`src/rtl/spi_pkg.sv`:
```
// Shared types and constants for the SPI command decoder.
package spi_pkg;

  localparam int ADDR_WIDTH = 17;

  typedef enum logic [1:0] {
    OP_READ_AT    = 2'b00,
    OP_READ_NEXT  = 2'b01,
    OP_WRITE_AT   = 2'b10,
    OP_WRITE_NEXT = 2'b11
  } opcode_e;

  typedef enum logic [2:0] {
    ST_IDLE,
    ST_DATA,
    ST_ADDR_HI,
    ST_ADDR_LO,
    ST_BUS
  } state_e;

endpackage

```
`src/rtl/spi_cmd_decoder.sv`:
```
// Decodes SPI command byte streams into single bus read/write requests.
// Define SPI_CMD_AUTOINC_EN to enable READ_NEXT/WRITE_NEXT and address auto-increment.
module spi_cmd_decoder
  import spi_pkg::*;
(
  input  logic                  clk_sys_i,
  input  logic                  reset_ni,
  input  logic [7:0]            spi_rx_byte_i,
  input  logic                  spi_rx_valid_i,
  input  logic                  spi_reset_i,
  output logic [7:0]            spi_tx_byte_o,
  output logic [ADDR_WIDTH-1:0] addr_o,
  output logic [7:0]            data_o,
  output logic                  we_o,
  output logic                  strobe_o,
  input  logic [7:0]            data_i,
  input  logic                  done_i,
  output logic                  overrun_o
);

  state_e                  state_reg, state_next;
  opcode_e                 op_reg, op_next;
  logic                    a16_reg, a16_next;
  logic [7:0]              data_buf_reg, data_buf_next;
  logic [7:0]              addr_hi_reg, addr_hi_next;
  logic [ADDR_WIDTH-1:0]   addr_next;
  logic [7:0]              data_out_next;
  logic                    we_next;
  logic                    strobe_next;
  logic [7:0]              tx_next;
  logic                    overrun_next;

  // Effective state/address after applying same-cycle done and spi_reset.
  state_e                  cur_state;
  logic [ADDR_WIDTH-1:0]   base_addr;
  opcode_e                 cmd_op;

  always_ff @(posedge clk_sys_i or negedge reset_ni) begin
    if (!reset_ni) begin
      state_reg     <= ST_IDLE;
      op_reg        <= OP_READ_AT;
      a16_reg       <= 1'b0;
      data_buf_reg  <= 8'h00;
      addr_hi_reg   <= 8'h00;
      addr_o        <= '0;
      data_o        <= 8'h00;
      we_o          <= 1'b0;
      strobe_o      <= 1'b0;
      spi_tx_byte_o <= 8'h00;
      overrun_o     <= 1'b0;
    end else begin
      state_reg     <= state_next;
      op_reg        <= op_next;
      a16_reg       <= a16_next;
      data_buf_reg  <= data_buf_next;
      addr_hi_reg   <= addr_hi_next;
      addr_o        <= addr_next;
      data_o        <= data_out_next;
      we_o          <= we_next;
      strobe_o      <= strobe_next;
      spi_tx_byte_o <= tx_next;
      overrun_o     <= overrun_next;
    end
  end

  always_comb begin
    state_next    = state_reg;
    op_next       = op_reg;
    a16_next      = a16_reg;
    data_buf_next = data_buf_reg;
    addr_hi_next  = addr_hi_reg;
    addr_next     = addr_o;
    data_out_next = data_o;
    we_next       = we_o;
    strobe_next   = strobe_o;
    tx_next       = spi_tx_byte_o;
    overrun_next  = overrun_o;
    cur_state     = state_reg;
    base_addr     = addr_o;
    cmd_op        = opcode_e'(spi_rx_byte_i[7:6]);

    // Bus completion is handled first so a byte in the same cycle sees IDLE.
    if (state_reg == ST_BUS && done_i) begin
      strobe_next = 1'b0;
      state_next  = ST_IDLE;
      cur_state   = ST_IDLE;
      if (!we_o) tx_next = data_i;
`ifdef SPI_CMD_AUTOINC_EN
      base_addr   = addr_o + 17'd1;
      addr_next   = base_addr;
`endif
    end

    // A pending bus cycle survives transaction end; partial commands do not.
    if (spi_reset_i) begin
      overrun_next = 1'b0;
      if (cur_state != ST_BUS) begin
        cur_state  = ST_IDLE;
        state_next = ST_IDLE;
      end
    end

    if (spi_rx_valid_i) begin
      case (cur_state)
        ST_IDLE: begin
          op_next  = cmd_op;
          a16_next = spi_rx_byte_i[0];
          case (cmd_op)
            OP_READ_AT:  state_next = ST_ADDR_HI;
            OP_WRITE_AT: state_next = ST_DATA;
`ifdef SPI_CMD_AUTOINC_EN
            OP_READ_NEXT: begin
              state_next  = ST_BUS;
              strobe_next = 1'b1;
              we_next     = 1'b0;
              addr_next   = base_addr;
            end
            OP_WRITE_NEXT: state_next = ST_DATA;
`else
            OP_READ_NEXT, OP_WRITE_NEXT: begin
              state_next   = ST_IDLE;
              overrun_next = 1'b1;
            end
`endif
          endcase
        end
        ST_DATA: begin
          data_buf_next = spi_rx_byte_i;
          if (op_reg == OP_WRITE_NEXT) begin
            state_next    = ST_BUS;
            strobe_next   = 1'b1;
            we_next       = 1'b1;
            addr_next     = base_addr;
            data_out_next = spi_rx_byte_i;
          end else begin
            state_next = ST_ADDR_HI;
          end
        end
        ST_ADDR_HI: begin
          addr_hi_next = spi_rx_byte_i;
          state_next   = ST_ADDR_LO;
        end
        ST_ADDR_LO: begin
          state_next    = ST_BUS;
          strobe_next   = 1'b1;
          we_next       = (op_reg == OP_WRITE_AT);
          addr_next     = {a16_reg, addr_hi_reg, spi_rx_byte_i};
          data_out_next = data_buf_reg;
        end
        ST_BUS: overrun_next = 1'b1;
        default: state_next = ST_IDLE;
      endcase
    end
  end

endmodule
```
`config.mk`:
```
export PLATFORM = sky130hd
export DESIGN_NAME = spi_cmd_decoder
export DESIGN_NICKNAME = d
export VERILOG_FILES = /design/src/rtl/spi_pkg.sv /design/src/rtl/spi_cmd_decoder.sv
export SDC_FILE = /design/constraint.sdc
export NUM_CORES = 1
export LEC_CHECK = 0
export ABC_AREA = 1
export CORE_MARGIN = 3
export CORE_UTILIZATION = 30
export DETAILED_ROUTE_END_ITERATION = 12
export PLACE_DENSITY = 0.55
export SYNTH_ARGS = -nofsm -noshare
export SYNTH_HDL_FRONTEND = slang
export SYNTH_SLANG_ARGS = --single-unit
```
`constraint.sdc`:
```
create_clock -name clk_sys_i -period 3.2 [get_ports clk_sys_i]
set_clock_uncertainty 0.2 [all_clocks]
set_input_delay 0.48 -clock clk_sys_i [delete_from_list [all_inputs] [get_ports clk_sys_i]]
set_output_delay 0.48 -clock clk_sys_i [all_outputs]
set_load 0.05 [all_outputs]
```
---- Yosys cells after proc, flatten, opt, wreduce, memory -nomap -nowiden ----
Index checks and enable logic that the tools add are counted.
W data, S select, Z words.
operators by class
  equal/unequal tests ..................... 12
  muxes and demuxes ....................... 19
  reductions and logical operators ........ 11
  bitwise logic cells ..................... 1
operator list
  operator              count
  $pmux W8 S2           1
  $mux W3               5
  $pmux W3 S5           1
  $reduce_and A2 Y1     5
  $pmux W3 S3           1
  $eq A2 B2 Y1 const B  4
  $mux W8               1
  $mux W1               7
  $eq A3 B2 Y1 const B  2
  $eq A3 B3 Y1 const B  2
  $pmux W1 S2           3
  $eq A3 B1 Y1 const B  1
  $logic_not A3 Y1      1
  $ne A3 B3 Y1 const B  1
  $reduce_and A3 Y1     1
  $eq A2 B1 Y1 const B  1
  $logic_not A2 Y1      1
  $ne A2 B2 Y1 const B  1
  $reduce_bool A2 Y1    1
  $reduce_or A2 Y1      1
  $logic_and A1 B1 Y1   1
  $not A1 Y1            1
word-level totals
  bits of input ports ..................... 21
  output and inout port bits .............. 36
  logic and storage cells ................. 54
  flip-flop bits (word level) ............. 58

---- Logic depth before layout (Yosys ltp) ----
  depth after elaboration ................. 9
  gate-level depth with buffers ........... 9
  depth with buffers taken out ............ 9

---- Worst setup path after synthesis ----
OpenSTA, ideal clock, no wires.
  kind .................................... flip-flop to flip-flop
  start point ............................. register we_o
  end point ............................... register spi_tx_byte_o[0]
  setup slack ............................. 1.636 ns
  arrival ................................. 1.298 ns
  data required time ...................... 2.934 ns
  cell stages (with the launch flop) ...... 5
  cells stage by stage .................... dfrtp_1 > clkinv_1 > nand2_1 > nand2_1 > nand2_1
on the way
  cells in the longest elaborated chain, start to end .. 2
ends and longest elaborated chain
  item                                RTL line               text
  start, declared                     spi_cmd_decoder.sv:14  output logic we_o,
  start signal, assigned              spi_cmd_decoder.sv:59  we_o <= we_next;
  $not A1 Y1 (no source line)         --
  $reduce_and A2 Y1 (no source line)  --
  end signal, assigned                spi_cmd_decoder.sv:61  spi_tx_byte_o <= tx_next;
  end, declared                       spi_cmd_decoder.sv:11  output logic [7:0] spi_tx_byte_o,
Every way passes these cells.
A chain may end at the register's enable or synchronous reset.

---- Worst setup path in the final report ----
  start point ............................. register we_o
  end point ............................... output port we_o
No word-level cell between the ends.

==> reports/qor.yml <==
drive_above_1_share_pct: 8.54
postRouteAntennaNets: 0
clk_latency_ns: 0.33
vias: 2023
synth.yosys.seq_area_share_pct: 57.7
std_cell_rows: 32
yosysUniqueCellTypes: 22
leakagePower_nw: 1.70
area_delta_synth_final_pct: 33.2
slowest_stage: "clkdlybuf4s50_1"
r2r_end: "data_o[1]"
cp-endpoint: "we_o"
min_period_ns: 2.20
grt-ovfl-total: 0
crit_path_max_incr_delay_ns: 0.81
insertedDiodeCount: 0
crit_chain: "clkdlybuf4s50_1"
finalCritPeriodShare_pct: 68.9
r2r_start: "state_reg[2]"
synth_area_um2: 2520
syn_inst: 295
routed_wl_mm: 5.86
first_global_vias: 1986
powerDensity_nw_per_um2: 918
start_util_pct: 31.8
die_w_um: 97.6
cts_tree: "done"
grt_use_total_pct: 13.3
startpoint: "we_o"
yosysWarnings: 0
cts_hold_buffers: 0
hold_class: "primary input to asynchronous set/reset pin"
path_delay_family: "buffers and inverters"
grt_first_pass_wirelength_mm: 9.97
cp_data_arrival_time_ns: 1.52
ys_ff_latch: 58
postSynthNetCount: 316
syn_area_per_cell_um2: 8.53
synth_area_leader_cell: "dfrtp_1"
grt_max_degree: 44
drt-initial-drc-count: 71
drv_slew: 0
yosys-top-cells-count: "nand2_1 (137), dfrtp_1 (58), o21ai_0 (27), nand3_1 (23), inv_1 (17)"
tightestPinTransition_ns: 0.971
gp_congestion: 0.715
place_hpwl_mm: 4.15
synth-async-reset-ratio_pct: 100
slew_headroom_pct: 35.2
yosys.area.top_type_share_pct: 57.7
ioPinCount: 57
synth_xor_area_share_pct: 0
fp.dieH_um: 97.6
dieArea_um2: 9530
synth_simple_gate_area_share_pct: 30.8
synth-adder-area-share_pct: 0
peakVddDrop_mv: 0.339
r2r.worst_path.cells: 7
yosysMostFrequentCell: "nand2_1"
dr.pass1.iters: 4
cp-start-kind: "flip-flop"
largest_reg_flops: 17
portBuffers: 56
critPathRequiredTime_ns: 2.52
cts_setup_buffers: 0
antenna_found_initial: 0
synth_compound_area_share_pct: 6.31
critPathMaxFanout: 3
synth.area.top_cells: "dfrtp_1 (58%), nand2_1 (20%), o21ai_0 (5.4%)"
timing.setup.tns_ns: 0
setup_viol: 0
dpl_worst_slack_ns: 0.779
worst-r2r-setup-slack_ns: 1.39
numCtsBuffers: 9
nets: 379
viasPerCell: 4.35
rsz0062_at_grt: "no"
crit_type: "flip-flop to output pin"
coreArea_um2: 7930
outcome: "completed"
fmax_mhz: 454
wl_per_cell_um: 12.6
critPathCaptureType: "output pin"
drv_cap: 0
cp_num_cells: 1
ctsHtreeMaxLevel: 3
fin_ws_ns: 0.997
clockBufferDepth: 2
cts-root-buf: "clkbuf_8"
cts_resized: 0
cts_sinks: 58
synth_ff_type: "dfrtp_1"
fill_cells: 804
synth_edf_count: 0
hold_violations: 0
synth_top_family_by_area: "simple AND/OR/NAND/NOR gates"
path_buf_inv: 1
clk_pin_slew_worst_paths_ns: 0.06
drt_drc_violations_left: 0
largest-register: "addr_o"
synthMuxAreaShare_pct: 0
-- kinds of logic (layout without fill, tap and decap cells) --
group,Yosys count,in the layout
buf+inv,28,96
compound gates,30,30
flops,58,58
simple gates,179,179
-- area by class of cell --
cell class	instances	area [um2]	area share, %
tap	102	128	3.81
inverter	22	87.6	2.61
clock inverter	2	10.0	0.299
clock buffer	14	173	5.15
multi-input combinational	209	933	27.8
sequential	58	1450	43.3
timing repair buffer	58	571	17.0
-- power breakdown --
group          internal [W]  switching [W]  leakage [nW]  total [W]
combinational      0.000420       0.000887         0.858    0.00131
clock              0.000343       0.000275        0.0965   0.000617
sequential          0.00101       0.000144         0.749    0.00115
-- metal layers --
layer  up-vias  wire, um  global-route usage (%)  part of all wire, %
li1       1061         -                       -                    -
met1       915      2760                    17.3                   47
met2        38      2750                    20.2                   47
met3         9       227                    4.24                  3.9
met4         0       123                    5.75                  2.1
met5         -         0                       0                    0
-- worst min-delay path by stage --
stage / cells after the start / from / to / slack, ns
6_report: 1 / reset_ni / spi_tx_byte_o[3] / 0.11
5_1_grt: 1 / reset_ni / spi_tx_byte_o[2] / 0.16
4_1_cts: 1 / reset_ni / spi_tx_byte_o[3] / 0.14
3_5_place_dp: 2 / spi_tx_byte_o[6] / spi_tx_byte_o[6] / 0.26
3_3_place_gp: 2 / spi_tx_byte_o[2] / spi_tx_byte_o[2] / 0.25
2_1_floorplan: 0 / reset_ni / a16_reg / -0.02
-- cells in the final DEF, fill, tap and decap left out, drive strengths merged --
cell type      count
nor2              12
inv               21
clkbuf            14
dfrtp             58
nand3             23
o21bai             1
buf                3
o21a               1
clkdlybuf4s50     55
clkinv             3
nand2            140
nand4              4
o21ai             28
-- per-stage QoR --
stage | instances | instance area, um2 | total power [W] | hold WS, ns | util [%]
4_1_cts | 465 | 3350 | 0.00312 | 0.138 | 42.3
5_1_grt | 465 | 3350 | 0.00327 | 0.162 | 42.3
3_5_place_dp | 449 | 3170 | 0.00249 | 0.258 | 40.0
3_3_place_gp | 449 | 3170 | 0.00248 | 0.255 | 40.0
2_1_floorplan | 295 | 2520 | 0.00201 | -0.0156 | -
6_report | 465 | 3350 | 0.00308 | 0.106 | 42.3
No activity file was read; power rests on OpenSTA's default activity.
